**src/rtl/uart_buffer_arbiter_if.sv**
```systemverilog
// Handshake and buffer-port bundle for uart_buffer_arbiter.
// slave is the arbiter's view; master is the CPU/UART/buffer side.
interface uart_buffer_arbiter_if #(
  parameter int ADDR_WIDTH = 6,
  parameter int DATA_WIDTH = 8
);
  logic                  cpu_req;
  logic                  cpu_release;
  logic                  cpu_grant;
  logic                  tx_start;
  logic [ADDR_WIDTH:0]   tx_len;
  logic                  rx_clear;
  logic [ADDR_WIDTH-1:0] tx_addr;
  logic                  tx_buf_rd;
  logic [DATA_WIDTH-1:0] tx_buf_data;
  logic                  tx_en;
  logic [DATA_WIDTH-1:0] tx_byte;
  logic                  tx_complete;
  logic                  rx_complete;
  logic [ADDR_WIDTH-1:0] rx_addr;
  logic                  rx_buf_wr;
  logic [ADDR_WIDTH:0]   rx_count;
  logic                  rx_full;
  logic                  rx_overrun;
  logic                  busy;
  logic                  irq;

  modport slave (
    input  cpu_req, cpu_release, tx_start, tx_len, rx_clear,
           tx_buf_data, tx_complete, rx_complete,
    output cpu_grant, tx_addr, tx_buf_rd, tx_en, tx_byte,
           rx_addr, rx_buf_wr, rx_count, rx_full, rx_overrun, busy, irq
  );

  modport master (
    output cpu_req, cpu_release, tx_start, tx_len, rx_clear,
           tx_buf_data, tx_complete, rx_complete,
    input  cpu_grant, tx_addr, tx_buf_rd, tx_en, tx_byte,
           rx_addr, rx_buf_wr, rx_count, rx_full, rx_overrun, busy, irq
  );
endinterface

```
**src/rtl/uart_buffer_arbiter.sv**
```systemverilog
// Arbitrates the UART Tx/Rx buffers between the CPU and a Tx byte sequencer,
// with free-running Rx capture. Define UART_ARB_IRQ_EN to enable the irq pulse.
module uart_buffer_arbiter #(
  parameter int ADDR_WIDTH = 6,
  parameter int DATA_WIDTH = 8
) (
  input logic                  clock,
  input logic                  reset,
  uart_buffer_arbiter_if.slave bus
);

  localparam logic [ADDR_WIDTH:0] FULL_COUNT = (ADDR_WIDTH+1)'(1 << ADDR_WIDTH);

  typedef enum logic [2:0] {IDLE, CPU_OWN, TX_FETCH, TX_LOAD, TX_WAIT} state_t;

  state_t                state, state_next;
  logic [ADDR_WIDTH-1:0] tx_addr_q, tx_addr_next;
  logic [ADDR_WIDTH:0]   len_q, len_next;
  logic [DATA_WIDTH-1:0] tx_byte_q;
  logic                  tx_en_q;
  logic [ADDR_WIDTH-1:0] rx_addr_q;
  logic [ADDR_WIDTH:0]   rx_count_q;
  logic                  rx_overrun_q;
  logic                  len_ok, more_bytes, rx_full, rx_write, rx_drop;

  assign len_ok     = (bus.tx_len != '0) && (bus.tx_len <= FULL_COUNT);
  assign more_bytes = ({1'b0, tx_addr_q} + (ADDR_WIDTH+1)'(1)) < len_q;

  always_ff @(posedge clock) begin
    if (!reset) begin
      state     <= IDLE;
      tx_addr_q <= '0;
      len_q     <= '0;
    end else begin
      state     <= state_next;
      tx_addr_q <= tx_addr_next;
      len_q     <= len_next;
    end
  end

  // cpu_req is checked before tx_start so the CPU wins a same-cycle tie.
  always_comb begin
    state_next   = state;
    tx_addr_next = tx_addr_q;
    len_next     = len_q;
    case (state)
      IDLE: begin
        if (bus.cpu_req) begin
          state_next = CPU_OWN;
        end else if (bus.tx_start && len_ok) begin
          state_next   = TX_FETCH;
          tx_addr_next = '0;
          len_next     = bus.tx_len;
        end
      end
      CPU_OWN:  if (bus.cpu_release) state_next = IDLE;
      TX_FETCH: state_next = TX_LOAD;
      TX_LOAD:  state_next = TX_WAIT;
      TX_WAIT: begin
        if (bus.tx_complete) begin
          if (more_bytes) begin
            state_next   = TX_FETCH;
            tx_addr_next = tx_addr_q + ADDR_WIDTH'(1);
          end else begin
            state_next = IDLE;
          end
        end
      end
      default: state_next = IDLE;
    endcase
  end

  // Buffer data arrives in TX_LOAD; tx_en rises together with the registered byte.
  always_ff @(posedge clock) begin
    if (!reset) begin
      tx_byte_q <= '0;
      tx_en_q   <= 1'b0;
    end else begin
      tx_en_q <= (state == TX_LOAD);
      if (state == TX_LOAD) tx_byte_q <= bus.tx_buf_data;
    end
  end

  assign rx_full  = (rx_count_q == FULL_COUNT);
  assign rx_write = bus.rx_complete && !rx_full && (state != CPU_OWN);
  assign rx_drop  = bus.rx_complete && !rx_write;

  // rx_addr is one bit narrower than rx_count, so it wraps to 0 as the count hits full.
  always_ff @(posedge clock) begin
    if (!reset) begin
      rx_addr_q    <= '0;
      rx_count_q   <= '0;
      rx_overrun_q <= 1'b0;
    end else if (bus.rx_clear) begin
      rx_addr_q    <= '0;
      rx_count_q   <= '0;
      rx_overrun_q <= 1'b0;
    end else begin
      if (rx_write) begin
        rx_addr_q  <= rx_addr_q + ADDR_WIDTH'(1);
        rx_count_q <= rx_count_q + (ADDR_WIDTH+1)'(1);
      end
      if (rx_drop) rx_overrun_q <= 1'b1;
    end
  end

`ifdef UART_ARB_IRQ_EN
  logic tx_done, irq_q;
  assign tx_done = (state == TX_WAIT) && bus.tx_complete && !more_bytes;

  always_ff @(posedge clock) begin
    if (!reset) irq_q <= 1'b0;
    else        irq_q <= tx_done || rx_write;
  end
  assign bus.irq = irq_q;
`else
  assign bus.irq = 1'b0;
`endif

  assign bus.cpu_grant  = (state == CPU_OWN);
  assign bus.busy       = (state == TX_FETCH) || (state == TX_LOAD) || (state == TX_WAIT);
  assign bus.tx_buf_rd  = (state == TX_FETCH);
  assign bus.tx_addr    = tx_addr_q;
  assign bus.tx_en      = tx_en_q;
  assign bus.tx_byte    = tx_byte_q;
  assign bus.rx_addr    = rx_addr_q;
  assign bus.rx_buf_wr  = rx_write && reset;
  assign bus.rx_count   = rx_count_q;
  assign bus.rx_full    = rx_full;
  assign bus.rx_overrun = rx_overrun_q;

endmodule

```
**src/flat_wrapper.sv**
```systemverilog
// flat-port wrapper written by rule: the top's interface ports become plain ports
module uart_buffer_arbiter_flat 
#(
  parameter int ADDR_WIDTH = 6,
  parameter int DATA_WIDTH = 8
)
  (clock, reset, bus_cpu_req, bus_cpu_release, bus_tx_start, bus_tx_len, bus_rx_clear, bus_tx_buf_data, bus_tx_complete, bus_rx_complete, bus_cpu_grant, bus_tx_addr, bus_tx_buf_rd, bus_tx_en, bus_tx_byte, bus_rx_addr, bus_rx_buf_wr, bus_rx_count, bus_rx_full, bus_rx_overrun, bus_busy, bus_irq);
  uart_buffer_arbiter_if #(.ADDR_WIDTH(ADDR_WIDTH), .DATA_WIDTH(DATA_WIDTH)) bus_i ();
  input logic clock;
  input logic reset;
  input wire logic [$bits(bus_i.cpu_req)-1:0] bus_cpu_req;
  input wire logic [$bits(bus_i.cpu_release)-1:0] bus_cpu_release;
  input wire logic [$bits(bus_i.tx_start)-1:0] bus_tx_start;
  input wire logic [$bits(bus_i.tx_len)-1:0] bus_tx_len;
  input wire logic [$bits(bus_i.rx_clear)-1:0] bus_rx_clear;
  input wire logic [$bits(bus_i.tx_buf_data)-1:0] bus_tx_buf_data;
  input wire logic [$bits(bus_i.tx_complete)-1:0] bus_tx_complete;
  input wire logic [$bits(bus_i.rx_complete)-1:0] bus_rx_complete;
  output wire logic [$bits(bus_i.cpu_grant)-1:0] bus_cpu_grant;
  output wire logic [$bits(bus_i.tx_addr)-1:0] bus_tx_addr;
  output wire logic [$bits(bus_i.tx_buf_rd)-1:0] bus_tx_buf_rd;
  output wire logic [$bits(bus_i.tx_en)-1:0] bus_tx_en;
  output wire logic [$bits(bus_i.tx_byte)-1:0] bus_tx_byte;
  output wire logic [$bits(bus_i.rx_addr)-1:0] bus_rx_addr;
  output wire logic [$bits(bus_i.rx_buf_wr)-1:0] bus_rx_buf_wr;
  output wire logic [$bits(bus_i.rx_count)-1:0] bus_rx_count;
  output wire logic [$bits(bus_i.rx_full)-1:0] bus_rx_full;
  output wire logic [$bits(bus_i.rx_overrun)-1:0] bus_rx_overrun;
  output wire logic [$bits(bus_i.busy)-1:0] bus_busy;
  output wire logic [$bits(bus_i.irq)-1:0] bus_irq;
  assign bus_i.cpu_req = bus_cpu_req;
  assign bus_i.cpu_release = bus_cpu_release;
  assign bus_i.tx_start = bus_tx_start;
  assign bus_i.tx_len = bus_tx_len;
  assign bus_i.rx_clear = bus_rx_clear;
  assign bus_i.tx_buf_data = bus_tx_buf_data;
  assign bus_i.tx_complete = bus_tx_complete;
  assign bus_i.rx_complete = bus_rx_complete;
  assign bus_cpu_grant = bus_i.cpu_grant;
  assign bus_tx_addr = bus_i.tx_addr;
  assign bus_tx_buf_rd = bus_i.tx_buf_rd;
  assign bus_tx_en = bus_i.tx_en;
  assign bus_tx_byte = bus_i.tx_byte;
  assign bus_rx_addr = bus_i.rx_addr;
  assign bus_rx_buf_wr = bus_i.rx_buf_wr;
  assign bus_rx_count = bus_i.rx_count;
  assign bus_rx_full = bus_i.rx_full;
  assign bus_rx_overrun = bus_i.rx_overrun;
  assign bus_busy = bus_i.busy;
  assign bus_irq = bus_i.irq;
  uart_buffer_arbiter #(.ADDR_WIDTH(ADDR_WIDTH), .DATA_WIDTH(DATA_WIDTH)) u_core (.clock(clock), .reset(reset), .bus(bus_i));
endmodule
```
**config.mk**
```make
export PLATFORM = sky130hd
export DESIGN_NAME = uart_buffer_arbiter_flat
export DESIGN_NICKNAME = d
export VERILOG_FILES = /design/src/rtl/uart_buffer_arbiter_if.sv /design/src/rtl/uart_buffer_arbiter.sv /design/src/flat_wrapper.sv
export SDC_FILE = /design/constraint.sdc
export NUM_CORES = 1
export LEC_CHECK = 0
export CORE_UTILIZATION = 50
export CTS_CLUSTER_DIAMETER = 100
export DETAILED_ROUTE_END_ITERATION = 10
export PLACE_DENSITY = 0.89
export SLEW_MARGIN = 10
export SYNTH_ARGS = -nofsm -noshare
export SYNTH_HDL_FRONTEND = slang
export SYNTH_SLANG_ARGS = --single-unit
```
**constraint.sdc**
```tcl
create_clock -name clock -period 4.3 [get_ports clock]
set_clock_uncertainty 0.1 [all_clocks]
set_input_delay 1.075 -clock clock [delete_from_list [all_inputs] [get_ports clock]]
set_output_delay 1.075 -clock clock [all_outputs]
set_load 0.02 [all_outputs]
```
==> results.sh <==
export IMPL_die_x_um=65
export IMPL_path_max_fanout=12
export IMPL_finalSetupViolCount=0
export IMPL_tightestPinTransition_ps=658
export IMPL_slowest_delay_ps=600
export IMPL_hold_path_class="reg -> reg"
export IMPL_final_nets=306
export IMPL_fin_setup_tns_ps=0
export IMPL_area_growth_pct=33.0
export IMPL_fp_row_count=22
export IMPL_postSynth_topFlopCell="dfxtp_1"
export IMPL_synth_edf_count=0
export IMPL_arrival_ps=2620
export IMPL_cp_top_family="buffers and inverters"
export IMPL_start_util=0.530
export IMPL_ant_nets=0
export IMPL_cts_path_max_buffers=2
export IMPL_place_area_um2=2550
export IMPL_cts_resized=0
export IMPL_diodes=0
export IMPL_synth_nets=253
export IMPL_crit_path_end_kind="output port"
export IMPL_yosysSeqAreaShare=0.393
export IMPL_clock_latency_ps=290
export IMPL_crit_path_frequent_cell="clkdlybuf4s50_1"
export IMPL_cts_clk_slew_worst_paths_ps=70
export IMPL_crit_path_start_kind="primary input"
export IMPL_routedWlPerCell_um=13.6
export IMPL_final_cell_mix="clkdlybuf4s50_1 (56), nor2_1 (42), dfxtp_1 (39)"
export IMPL_grt_usage=0.224
export IMPL_drt_pass1_iter_count=4
export IMPL_outcome="completed"
export IMPL_dp_final_hpwl_um=3280
export IMPL_ios=58
export IMPL_layout_commonest_cell="clkdlybuf4s50_1"
export IMPL_crit_required_ps=3120
export IMPL_timing_final_crit_share=0.882
export IMPL_cts_buffers=5
export IMPL_fin_util=0.705
export IMPL_clock_sinks=39
export IMPL_period_minus_slack_ps=3790
export IMPL_path_class="in -> out"
export IMPL_cp_depth=4
export IMPL_vias=1667
export IMPL_cts_hold_buf=0
export IMPL_crit_buf_inv=2
export IMPL_hold_depth=2
export IMPL_core_area_um2=3740
export IMPL_gp_congestion=0.860
export IMPL_post_cts_buffers=0
export IMPL_first_global_vias=1598
export IMPL_ir_worst_vdd_v=0.000191
export IMPL_r2r_cells=9
export IMPL_grt_max_degree=22
export IMPL_synth_area_um2=1980
export IMPL_grt_setup_unrepaired="no"
export IMPL_leakage_nw=1.08
export IMPL_pwr_density_cell_nw_per_um2=278
export IMPL_chipHeight_um=65
export IMPL_synthArstFlopShare=0
export IMPL_cp_cell_sequence="clkdlybuf4s50_1, o211a_4, and2_1, clkdlybuf4s50_1"
export IMPL_max_slew_margin=0.561
export IMPL_synth_top_cells_by_area="dfxtp_1 (39%), mux2i_1 (9.6%), nor2_1 (7.9%)"
export IMPL_yosysWarnings=0
export IMPL_yosysTopAreaCell="dfxtp_1"
export IMPL_htree_num_levels=2
export IMPL_grt_pass1_wl_um=7210
export IMPL_overflow=0
export IMPL_port_buffers=56
export IMPL_drive_gt1_frac=0.0623
export IMPL_fin_area_um2=2640
export IMPL_hold_viol_final=0
export IMPL_ys_ff_latch=39
export IMPL_via_per_inst=5.19
export IMPL_netlist_instances=220
export IMPL_yosysTopAreaCellShare=0.393
export IMPL_clock_root_buffer="clkbuf_8"
export IMPL_max_freq_ghz=0.264
export IMPL_synth_cell_types=42
export IMPL_die_area_um2=4230
export IMPL_cts_tree="yes"
export IMPL_wl_um=4370
export IMPL_drv_slew=0
export IMPL_synth_avg_cell_area_um2=9.02
export IMPL_drt_iter0_drc=56
export IMPL_drcViolationCount=0
export IMPL_antenna_found_initial=0
export IMPL_maxCapViolations=0
export IMPL_slowest_stage="clkdlybuf4s50_1"
==> synthesized netlist by cell type, types with 2 or more instances <==
cell / instances
nor3_1: 5
xnor2_1: 5
nand2_1: 10
and2_1: 2
nand4_1: 4
mux2i_1: 19
dfxtp_1: 39
o21ai_0: 5
ha_1: 10
clkbuf_1: 4
a211oi_1: 5
inv_1: 13
nand2b_1: 2
and3_1: 5
buf_2: 4
nand3_1: 7
nor4_1: 2
a21oi_1: 5
xor2_1: 10
nor2_1: 42
==> final cells by class <==
| cell class | count | area (µm²) |
|---|---|---|
| fill | 310 | 1100 |
| clock inverter | 1 | 5.00 |
| clock buffer | 6 | 82.6 |
| sequential | 39 | 781 |
| tap | 48 | 60.1 |
| timing repair buffer | 56 | 561 |
| multi-input combinational | 158 | 1100 |
| inverter | 13 | 48.8 |
==> kinds of logic (layout without fill, tap and decap cells) <==
kind of cell | count (synthesis) | after routing | synth area share
simple gates | 88 | 88 | 0.223
flops | 39 | 39 | 0.393
compound gates | 25 | 25 | 0.105
buf+inv | 23 | 76 | 0.0517
mux | 19 | 19 | 0.0958
xor+xnor | 15 | 15 | 0.0662
fa+ha+maj | 10 | 10 | 0.0631
other cells | 1 | 1 | 0.00189
==> final timing paths <==
check,start,endpoint,slack [ps]
setup reg to reg,u_core.bus.tx_addr[0],u_core.bus.tx_addr[3],1600
hold / removal,u_core.bus.rx_overrun,u_core.bus.rx_overrun,380
hold reg to reg,u_core.bus.rx_overrun,u_core.bus.rx_overrun,380
setup / recovery,bus_rx_complete,bus_rx_buf_wr,510
==> metrics by stage <==
| step | hold WS, ps | std cells | total power, mW | setup WS [ps] |
|---|---|---|---|---|
| floorplan | 363 | 220 | 0.451 | 1530 |
| global route | 438 | 321 | 0.765 | 431 |
| CTS | 384 | 321 | 0.739 | 509 |
| finish | 383 | 321 | 0.733 | 509 |
| detailed placement | 365 | 314 | 0.495 | 506 |
| global placement | 356 | 314 | 0.492 | 532 |
==> per-layer routing <==
metal	routed length (µm)	vias to the layer above	global-route usage
met5	0	-	0
met4	41	0	0.0639
met3	252	4	0.0651
met2	2200	49	0.385
met1	1880	763	0.267
li1	-	851	-
==> tightest hold or removal path, cell delays in order, from the launching register on <==
cell,delay [ps]
dfxtp_1,340
nor2_1,50
nor2_1,60
==> registers in the layout, indices dropped and copies added, names as in the netlist <==
signal	count
u_core.bus.tx_byte	8
u_core.bus.rx_count	7
u_core.bus.rx_overrun	1
u_core.state	3
u_core.len_q	7
u_core.bus.rx_addr	6
u_core.bus.tx_en	1
u_core.bus.tx_addr	6
==> power by group <==
group          switching, mW  leakage [nW]  internal, mW
clock                  0.120        0.0470         0.126
combinational         0.0528         0.719        0.0543
sequential            0.0112         0.315         0.369
Note: power is estimated with default switching activity, not from simulation.
==> variant 1, RTL diff (same settings) <==
The 5 states of `state_t` get a one-hot encoding in 5 bits.
--- a/src/rtl/uart_buffer_arbiter.sv
+++ b/src/rtl/uart_buffer_arbiter.sv
@@ -13,3 +13,3 @@
 
-  typedef enum logic [2:0] {IDLE, CPU_OWN, TX_FETCH, TX_LOAD, TX_WAIT} state_t;
+  typedef enum logic [4:0] {IDLE = 5'b00001, CPU_OWN = 5'b00010, TX_FETCH = 5'b00100, TX_LOAD = 5'b01000, TX_WAIT = 5'b10000} state_t;
 
Check against the original RTL: same outputs for any inputs over 10 cycles, from zero or initial values and one cycle with reset low; not proved beyond that.
==> variant 1 against the unedited design <==
Cell count rose by 6.9%. Synthesized area increased by 3.3%. Combinational power is 17% higher. Sequential share of layout area is 0.30 points higher. Setup slack gained 0.043 ns. Design area grew 4.1%. Critical path depth rose by 1. Global-route usage increased by 1.6 points. Total power grew 5.0%. Count of clock-buffer cells in the layout stayed put. Wire length grew 8.2%. Sequential cell count increased by 2.
==> variant 1: results (changes against the unedited design) <==
[worst_setup_path]
reg2reg_slack_ns=1.90  ; +0.30 ns
critical-path-max-stage-delay_ns=0.62  ; +0.02 ns
rr_endpoint=u_core.bus.tx_addr[5]
worst_path_max_delay_cell=clkdlybuf4s50_1
worstPathArrival_ns=2.57  ; -0.05 ns

[drt]
m1WireLength_microns=2160  ; +15%
vias=1831  ; +9.8%
wl_per_cell_microns=13.8  ; +1.2%
met3_length_microns=337  ; +34%
dr_wl_met2_microns=2190  ; -0.46%
drc=0  ; unchanged
vias_per_cell=5.34  ; +2.8%

[global_routing]
antenna_found_initial=0  ; unchanged
met3_usage=0.0914  ; +0.0262
grt.total_usage=0.239  ; +0.0157
grt_start_max_net_pins=21  ; -4.5%
grt_util_met1=0.280  ; +0.0138
grt_pass1_wl_microns=7950  ; +10%
use_met2=0.397  ; +0.0113

[final_layout]
regArea_sq_um=821  ; +5.1%
largest_reg_flops=8  ; unchanged
buffers=59  ; +5.4%
nonClkBufAreaFrac=0.212  ; about the same
final_util=0.723  ; +0.0181
multi_input_area_share=0.412  ; -0.00542
num-nonclk-inverters=17  ; +4
area_delta_synth_final_pct=34.0
nNetsFinal=327  ; +6.9%
nFillCells=289  ; -6.8%
clk_share=0.0319  ; -0.00130
drive_above_1_share=0.0644  ; +0.00214
multiInputGateArea_sq_um=1130  ; +2.7%
multiInputCombCellCount=170  ; +7.6%

[synthesis]
netlist_instances=236  ; +7.3%
synth_async_sr_flop_share=0  ; unchanged
synthAdderAreaFrac=0.0611  ; -0.00200
synth-compound-area-share=0.109  ; +0.00337
synth_xor_area_frac=0.0598  ; -0.00638
synth_mux_area_frac=0.0781  ; -0.0177
synth_nets=269  ; +6.3%
synth.top_cells.by_count=dfxtp_1 (41), nor2_1 (32), inv_1 (17), nand2_1 (17), mux2i_1 (16)
ys_seq_area_frac=0.400  ; +0.00705
synth_area_leaders=dfxtp_1 (40%), mux2i_1 (7.8%), ha_1 (6.1%)

[status]
outcome=complete, no violations

[placed_design]
place_ws_ns=0.556  ; +0.0507 ns
post_dp_cell_area_sq_um=2660  ; +4.2%
gp_congestion=0.897  ; +4.3%
dp.cells=335  ; +6.7%
place_hpwl_microns=3550  ; +8.0%

[power]
ir_drop_mv=0.191  ; -0.15%
p_leak_uw=0.00117  ; +8.3%

[timing]
tightest_slew_ns=0.580  ; -0.0779 ns
hold_slack_ns=0.378  ; -0.00465 ns

variant 1: how the worst max path moves through the flow:
| stage | start | endpoint | slack (ns) | cells after the start |
|---|---|---|---|---|
| after floorplan | reset | bus_rx_buf_wr | 0.96 | 5 |
| after global placement | bus_rx_complete | bus_rx_buf_wr | 0.58 | 5 |
| after detailed placement | bus_rx_complete | bus_rx_buf_wr | 0.56 | 5 |
| after CTS | bus_rx_complete | bus_rx_buf_wr | 0.55 | 5 |
| after global routing | bus_rx_complete | bus_rx_buf_wr | 0.48 | 5 |
| final | bus_rx_complete | bus_rx_buf_wr | 0.55 | 5 |
variant 1: where the power goes:
part | internal, uW | switching (uW) | leakage [uW] | total [uW]
clock network | 114 | 133 | 0.0000374 | 247
logic | 61.4 | 63.5 | 0.000801 | 125
registers | 388 | 9.67 | 0.000332 | 398
variant 1: worst min-delay path: cells and delay by family, from the launching register on:
kind	cells	cell delay [ns]
and+or+nand+nor	1	0.07
DFF	1	0.33
AOI/OAI and AO/OA	1	0.04
==> variant 2, RTL diff (same flow settings) <==
Made on the original files. `ADDR_WIDTH` is set to 6 in 3 places; all go to 5.
--- a/src/rtl/uart_buffer_arbiter_if.sv
+++ b/src/rtl/uart_buffer_arbiter_if.sv
@@ -3,3 +3,3 @@
 interface uart_buffer_arbiter_if #(
-  parameter int ADDR_WIDTH = 6,
+  parameter int ADDR_WIDTH = 5,
   parameter int DATA_WIDTH = 8
--- a/src/rtl/uart_buffer_arbiter.sv
+++ b/src/rtl/uart_buffer_arbiter.sv
@@ -3,3 +3,3 @@
 module uart_buffer_arbiter #(
-  parameter int ADDR_WIDTH = 6,
+  parameter int ADDR_WIDTH = 5,
   parameter int DATA_WIDTH = 8
--- a/src/flat_wrapper.sv
+++ b/src/flat_wrapper.sv
@@ -3,3 +3,3 @@
 #(
-  parameter int ADDR_WIDTH = 6,
+  parameter int ADDR_WIDTH = 5,
   parameter int DATA_WIDTH = 8
Ports: changed (resized bus_rx_addr, bus_rx_count, bus_tx_addr and bus_tx_len); port bits go from 58 to 54. The function was not compared with the original's and may differ.
==> variant 2 against the unedited design <==
Largest power group unchanged. Wire length decreased by 18%. Highest routed layer unchanged. Synthesized area fell by 13%. Design area is 12% lower. Critical path type unchanged. Total power down 15%. Sequential cell count fell by 4. Setup slack got worse by 0.099 ns. Clock power is 26% lower.
==> variant 2: results (changes against the unedited design) <==
[worst_setup_path]
worstPathArrival_ns=2.72  ; +0.10 ns
crit_fanout=2  ; -10
r2r.worst_path.cells=9  ; unchanged

[drt]
drt_first_iter_violations=53  ; -5.4%
vias_per_cell=5.16  ; -0.63%
wl_per_cell_microns=12.5  ; -8.0%

[final_layout]
drive_above_1_share=0.0700  ; +0.00769
nFillCells=256  ; -17%
nNetsFinal=274  ; -10%
largest_reg_flops=8  ; unchanged

[placed_design]
gp_congestion=0.842  ; -2.1%
numPortBuffers=52  ; -7.1%
place_hpwl_microns=2680  ; -18%

[synthesis]
synth_area_leaders=dfxtp_1 (41%), mux2i_1 (9.9%), nor2_1 (7.0%)
yosysUniqueCellTypes=44  ; +4.8%
synth_nets=220  ; -13%
ys_seq_area_frac=0.408  ; +0.0147

[status]
outcome=complete, no violations

[clock_network]
root_buffer=clkbuf_4
path_clk_slew_ns=0.10  ; +0.03 ns
clk_latency_ns=0.33  ; +0.04 ns

[power]
ir_drop_mv=0.204  ; +6.9%
p_leak_uw=0.000957  ; -11%
p_int_uw=460  ; -16%

[global_routing]
grt_pass1_wl_microns=5890  ; -18%
grt_pass1_vias=1371  ; -14%
grt.total_usage=0.222  ; -0.00189
grt_start_max_net_pins=19  ; -14%

[timing]
tightest_slew_ns=0.606  ; -0.0519 ns

[variant 2: worst min-delay path, cell delays in order (launching register included)]
cell and delay, ns:
dfxtp_1 0.34, a21oi_1 0.05, nor2_1 0.07
[variant 2: layout make-up]
type | count | area share
Timing Repair Buffer | 55 | 0.233
Multi-Input combinational cell | 134 | 0.400
Clock buffer | 6 | 0.0220
Sequential cell | 35 | 0.300
Inverter | 12 | 0.0193
Tap cell | 44 | 0.0236
Clock inverter | 1 | 0.00214
[variant 2: path summary, 6_finish.rpt]
path,start,to,slack (ns)
setup / recovery,bus_rx_complete,bus_rx_buf_wr,0.41
hold / removal,u_core.bus.rx_overrun,u_core.bus.rx_overrun,0.39
setup reg to reg,u_core.bus.tx_addr[0],u_core.state[1],1.67
hold reg to reg,u_core.bus.rx_overrun,u_core.bus.rx_overrun,0.39
[variant 2: per-layer routing]
layer  up-vias  part of all wire  GRT usage
met5         -                 0          0
met4         0             0.023      0.123
met3         8             0.056     0.0789
met2        47              0.46      0.341
met1       671              0.46      0.271
li1        755                 -          -
[variant 2: cell families (layout without fill, tap and decap cells)]
group,Yosys count,count (layout),share of synthesized area
and+or+nand+nor,77,77,0.235
buffers and inverters,20,74,0.0481
adders and majority gates,9,9,0.0656
other,1,1,0.00218
DFF,35,35,0.408
AOI/OAI and AO/OA,18,18,0.0809
muxes,17,17,0.0991
xor gates and xnor gates,12,12,0.0612
[variant 2: power by group through the flow]
stage | Sequential, uW | Combinational, uW | Clock, uW
after floorplan | 349 | 54.2 | 0
after global placement | 349 | 98.9 | 0
after detailed placement | 349 | 101 | 0
after CTS | 341 | 101 | 185
after global routing | 343 | 109 | 204
final | 342 | 101 | 181
[variant 2: through the flow]
stage / hold slack [ns] / cells / total power, uW / instance area, sq um / worst slack [ns]
2_1_floorplan: 0.356 / 189 / 403 / 1720 / 0.977
3_3_place_gp: 0.366 / 280 / 448 / 2280 / 0.545
3_5_place_dp: 0.363 / 280 / 450 / 2280 / 0.459
5_1_grt: 0.422 / 287 / 657 / 2330 / 0.344
6_report: 0.387 / 287 / 623 / 2330 / 0.410
4_1_cts: 0.392 / 287 / 628 / 2330 / 0.435
